--- src/rtl/match_timer_n.sv ---
// -----------------------------------------------------------------------------
// match_timer_n
//
// Prescaled timer/counter with NCH match channels. A prescale counter (pc)
// runs from 0 to pr and produces a one-cycle tick. Each tick advances the
// timer counter (tc). On a tick, any channel whose match value equals tc
// can do four things:
//   - set its sticky interrupt flag
//   - force tc back to 0
//   - stop the timer
//   - toggle its match pin
//
// Ports
//   clk      in   clock, rising edge
//   reset    in   synchronous active-high reset of all state
//   en       in   count enable (level)
//   crst     in   counter reset (level): holds pc/tc at 0 and clears the stop latch
//   pr       in   prescale terminal value
//   mr       in   match values, channel i = mr[i*WIDTH +: WIDTH]
//   mcr      in   match control, channel i: [4i]=irq [4i+1]=reset [4i+2]=stop [4i+3]=toggle
//   ir_clr   in   write-1-to-clear per interrupt flag
//   tc       out  timer counter
//   pc       out  prescale counter
//   ir       out  sticky interrupt flags
//   irq      out  OR of ir
//   mat      out  match output pins
//   running  out  en && !crst && !halted
// -----------------------------------------------------------------------------
module match_timer_n #(
   parameter int WIDTH = 32,
   parameter int NCH   = 4
) (
   input  logic                 clk,
   input  logic                 reset,
   input  logic                 en,
   input  logic                 crst,
   input  logic [WIDTH-1:0]     pr,
   input  logic [NCH*WIDTH-1:0] mr,
   input  logic [4*NCH-1:0]     mcr,
   input  logic [NCH-1:0]       ir_clr,
   output logic [WIDTH-1:0]     tc,
   output logic [WIDTH-1:0]     pc,
   output logic [NCH-1:0]       ir,
   output logic                 irq,
   output logic [NCH-1:0]       mat,
   output logic                 running
);

   logic [WIDTH-1:0] pc_q, pc_d;
   logic [WIDTH-1:0] tc_q, tc_d;
   logic [NCH-1:0]   ir_q, ir_d;
   logic [NCH-1:0]   mat_q, mat_d;
   logic             halted_q, halted_d;

   logic             tick;
   logic [NCH-1:0]   match;
   logic [NCH-1:0]   ir_set;
   logic [NCH-1:0]   mat_tog;
   logic             any_rst;
   logic             any_stop;

   assign running = en && !crst && !halted_q;

   // tick is gated by running, so no match can fire while stopped or in crst
   assign tick = running && (pc_q == pr);

   always_comb begin
      match    = '0;
      ir_set   = '0;
      mat_tog  = '0;
      any_rst  = 1'b0;
      any_stop = 1'b0;
      for (int i = 0; i < NCH; i++) begin
         match[i]   = tick && (tc_q == mr[i*WIDTH +: WIDTH]);
         ir_set[i]  = match[i] && mcr[4*i+0];
         mat_tog[i] = match[i] && mcr[4*i+3];
         if (match[i] && mcr[4*i+1]) any_rst  = 1'b1;
         if (match[i] && mcr[4*i+2]) any_stop = 1'b1;
      end
   end

   always_comb begin
      pc_d     = pc_q;
      tc_d     = tc_q;
      halted_d = halted_q;
      if (crst) begin
         pc_d     = '0;
         tc_d     = '0;
         halted_d = 1'b0;
      end else if (running) begin
         pc_d = tick ? '0 : pc_q + WIDTH'(1);
         if (tick) tc_d = any_rst ? '0 : tc_q + WIDTH'(1);
         // Stopping parks the prescaler at 0 so a restart begins a full period
         if (any_stop) begin
            halted_d = 1'b1;
            pc_d     = '0;
         end
      end
      // A new set wins over a simultaneous clear
      ir_d  = (ir_q & ~ir_clr) | ir_set;
      mat_d = mat_q ^ mat_tog;
   end

   always_ff @(posedge clk) begin
      if (reset) begin
         pc_q     <= '0;
         tc_q     <= '0;
         ir_q     <= '0;
         mat_q    <= '0;
         halted_q <= 1'b0;
      end else begin
         pc_q     <= pc_d;
         tc_q     <= tc_d;
         ir_q     <= ir_d;
         mat_q    <= mat_d;
         halted_q <= halted_d;
      end
   end

   assign tc  = tc_q;
   assign pc  = pc_q;
   assign ir  = ir_q;
   assign mat = mat_q;
   assign irq = |ir_q;

endmodule

--- config.mk ---
export PLATFORM = sky130hd
export DESIGN_NAME = match_timer_n
export DESIGN_NICKNAME = d
export VERILOG_FILES = /design/src/rtl/match_timer_n.sv
export SDC_FILE = /design/constraint.sdc
export NUM_CORES = 1
export LEC_CHECK = 0
export BUFFER_PORTS_ARGS = -buffer_cell sky130_fd_sc_hd__buf_2
export CORE_ASPECT_RATIO = 1.5
export CORE_MARGIN = 2
export CORE_UTILIZATION = 40
export CTS_CLUSTER_SIZE = 20
export DETAILED_ROUTE_END_ITERATION = 8
export GPL_TIMING_DRIVEN = 0
export PLACE_DENSITY = 0.7
export SLEW_MARGIN = 20
export SYNTH_ARGS = -nofsm -noshare
export SYNTH_HDL_FRONTEND = slang
export SYNTH_SLANG_ARGS = --single-unit
--- constraint.sdc ---
create_clock -name clk -period 6.9 [get_ports clk]
set_input_delay 2.07 -clock clk [delete_from_list [all_inputs] [get_ports clk]]
set_output_delay 2.07 -clock clk [all_outputs]
set_load 0.02 [all_outputs]
==> results.json <==
{
  "status": "finished, final reports clean",
  "holdWs_ps": 497,
  "wirelength_um": 25200,
  "cts_setup_buffers": 0,
  "synth_seq_cells": 73,
  "finalCriticalPeriod_ps": 5710,
  "async_reset_ff_share_pct": 0,
  "ff2ff_setup_slack_ps": 3580,
  "reg2reg_depth": 10,
  "drive_above_1_share_pct": 30.3,
  "clock_latency_ps": 340,
  "first_global_vias": 6238,
  "ys_seq_area_share_pct": 25.8,
  "clkSinkCount": 73,
  "syn_to_final_growth_pct": 32.1,
  "path_clk_slew_ps": 70,
  "grt_pass1_wl_um": 35900,
  "cts-resized-gates": 0,
  "fmax_mhz": 175,
  "worst_slack_ps": 1190,
  "htreeDepth": 3,
  "firstDrtPassIters": 5,
  "io_pins": 258,
  "endpoint_kind": "output port",
  "postRouteAntennaNets": 0,
  "finalHoldViolCount": 0,
  "holdPathStages": 2,
  "synth_edf_count": 0,
  "hp-class": "reg2reg",
  "finalMaxSlewViolations": 0,
  "setup_violations": 0,
  "final_util_pct": 53.7,
  "core_area_mm2": 0.0139,
  "yosys.area_share.xor_xnor_pct": 30.2,
  "final_cell_mix": "buf_2 (271), xnor2_1 (137), dfxtp_1 (73), nand4_1 (60), nor2_1 (60)",
  "synth_top_family_by_area": "simple AND/OR/NAND/NOR gates",
  "start_kind": "primary input",
  "die_x_um": 101,
  "start_util_pct": 40.7,
  "cts_tree": "yes",
  "synth-compound-area-share_pct": 8.02,
  "place.gp.congestion": 1.06,
  "fin_crit_sh_pct": 82.8,
  "post-dp-hpwl_um": 20000,
  "critPathKind": "in2out",
  "syn_area_mm2": 0.00566,
  "synthAdderAreaFrac_pct": 0.442,
  "synth.avg_cell_area_um2": 7.80,
  "hold_start": "ir[2]",
  "final_common_cell": "buf_2",
  "drv_cap": 0,
  "p_leak_nw": 2.93,
  "design_area_mm2": 0.00748,
  "clock_path_buffers": 2,
  "ys_types": 43,
  "whs_endpoint": "ir[2]",
  "synth-simple-area-share_pct": 30.2,
  "syn_nets": 912,
  "worst_r2r_startpoint": "halted_q",
  "worstPathArrival_ps": 3640,
  "reg2reg_to": "tc[20]",
  "drt_iter0_drc": 340,
  "max_slew.worst_pin.slew_ps": 1030,
  "antenna_found_initial": 5,
  "rsz0062_at_grt": "false",
  "tns_ps": 0,
  "grt-ovfl-total": 0,
  "place_ws_ps": 1210,
  "row_count": 53,
  "yosysWarnings": 0,
  "port_buffers": 256,
  "synthCells": 726,
  "viasPerCell": 5.60,
  "crit_fanout": 10,
  "via_count": 6530,
  "ir_drop_uv": 140,
  "cts_root_buffer": "clkbuf_16",
  "fin_skew_ps": 12.1,
  "die-area_mm2": 0.0151,
  "postCtsHoldBufs": 0,
  "wl_per_cell_um": 21.6,
  "fp.dieH_um": 150,
  "p_per_area_mw_per_mm2": 144,
  "cts_inserted_buffers": 9,
  "muxShareOfSynthArea_pct": 0.177,
  "worstPathRequired_ps": 4830,
  "postPlaceCellArea_mm2": 0.00715,
  "grt_util_all_layers_pct": 32.2,
  "synth-main-ff-cell": "dfxtp_1",
  "drc_errors": 0,
  "grt_start_max_net_pins": 14,
  "max_slew_margin_pct": 31.0,
  "layout.nets": 1179
}
through the flow:
stage                     total power [W]  cells
after floorplan                  0.000490    726
after global placement           0.000572   1147
after detailed placement         0.000572   1147
after CTS                         0.00108   1162
after global routing              0.00111   1162
final                             0.00108   1167
cell type report:
type | instances | area, um2
Tap cell | 165 | 206
Multi-Input combinational cell | 582 | 3910
Fill cell | 1424 | 6440
Inverter | 8 | 30.0
Antenna cell | 5 | 12.5
Sequential cell | 73 | 1460
Buffer | 63 | 263
Clock buffer | 9 | 225
Timing Repair Buffer | 256 | 1280
Clock inverter | 6 | 92.6
power breakdown:
part / total (W) / internal [W] / switching [W]
Clock: 0.000515 / 0.000317 / 0.000198
Combinational: 0.000143 / 0.0000718 / 0.0000713
Sequential: 0.000422 / 0.000421 / 0.000000584
worst max-delay path by stage:
stage / slack [ps] / end / start / cells after the start
6_report: 1190 / running / crst / 6
5_1_grt: 1160 / running / crst / 6
4_1_cts: 1210 / running / crst / 6
3_5_place_dp: 1210 / running / crst / 6
3_3_place_gp: 1170 / running / crst / 6
2_1_floorplan: 1840 / running / crst / 4
sequential cells by signal, indices dropped and copies added, names as in the netlist:
register and count:
pc 32, tc 32, ir 4, mat 4
halted_q 1
kinds of logic after synthesis:
group / after synthesis
buffers and inverters: 71
AO/OA/AOI/OAI: 85
multiplexers: 1
AND/OR/NAND/NOR: 299
XOR/XNOR: 195
adder cells (fa/ha/maj): 2
flip-flops: 73
per-layer routing:
layer  up-vias  part of all wire, %  global-route usage [%]
li1       3077                    -                       -
met1      3015                   35                    33.0
met2       361                   51                    58.3
met3        75                  8.6                    8.17
met4         2                  5.6                    18.2
met5         -                0.040                       0
cell usage after synthesis, drive strengths merged, types with 2 or more instances:
cell / instances / area share [%]
xnor2: 137 / 21
dfxtp: 73 / 26
nand4: 61 / 7.0
nor2: 60 / 4.0
xor2: 58 / 9.0
a21oi: 50 / 4.4
clkbuf: 45 / 3.0
nand2: 34 / 2.3
nor4: 32 / 4.3
nand3: 28 / 2.5
o21ai: 25 / 2.2
buf: 18 / 1.7
or3: 15 / 1.7
and3: 14 / 1.5
inv: 8 / 0.53
nand2b: 8 / 0.88
or4: 8 / 1.1
and2: 7 / 0.77
and4: 7 / 1.1
nand3b: 6 / 0.80
nor3: 6 / 0.53
a31oi: 3 / 0.33
nand4b: 3 / 0.46
or2: 3 / 0.33
a21o: 2 / 0.26
ha: 2 / 0.44
nor2b: 2 / 0.22
nor3b: 2 / 0.35
critical path, cell delays in order:
cell	delay (ps)
buf_2	110
or3b_1	330
buf_2	220
inv_2	180
clkbuf_1	450
buf_2	270
(Power assumes the default switching activity.)
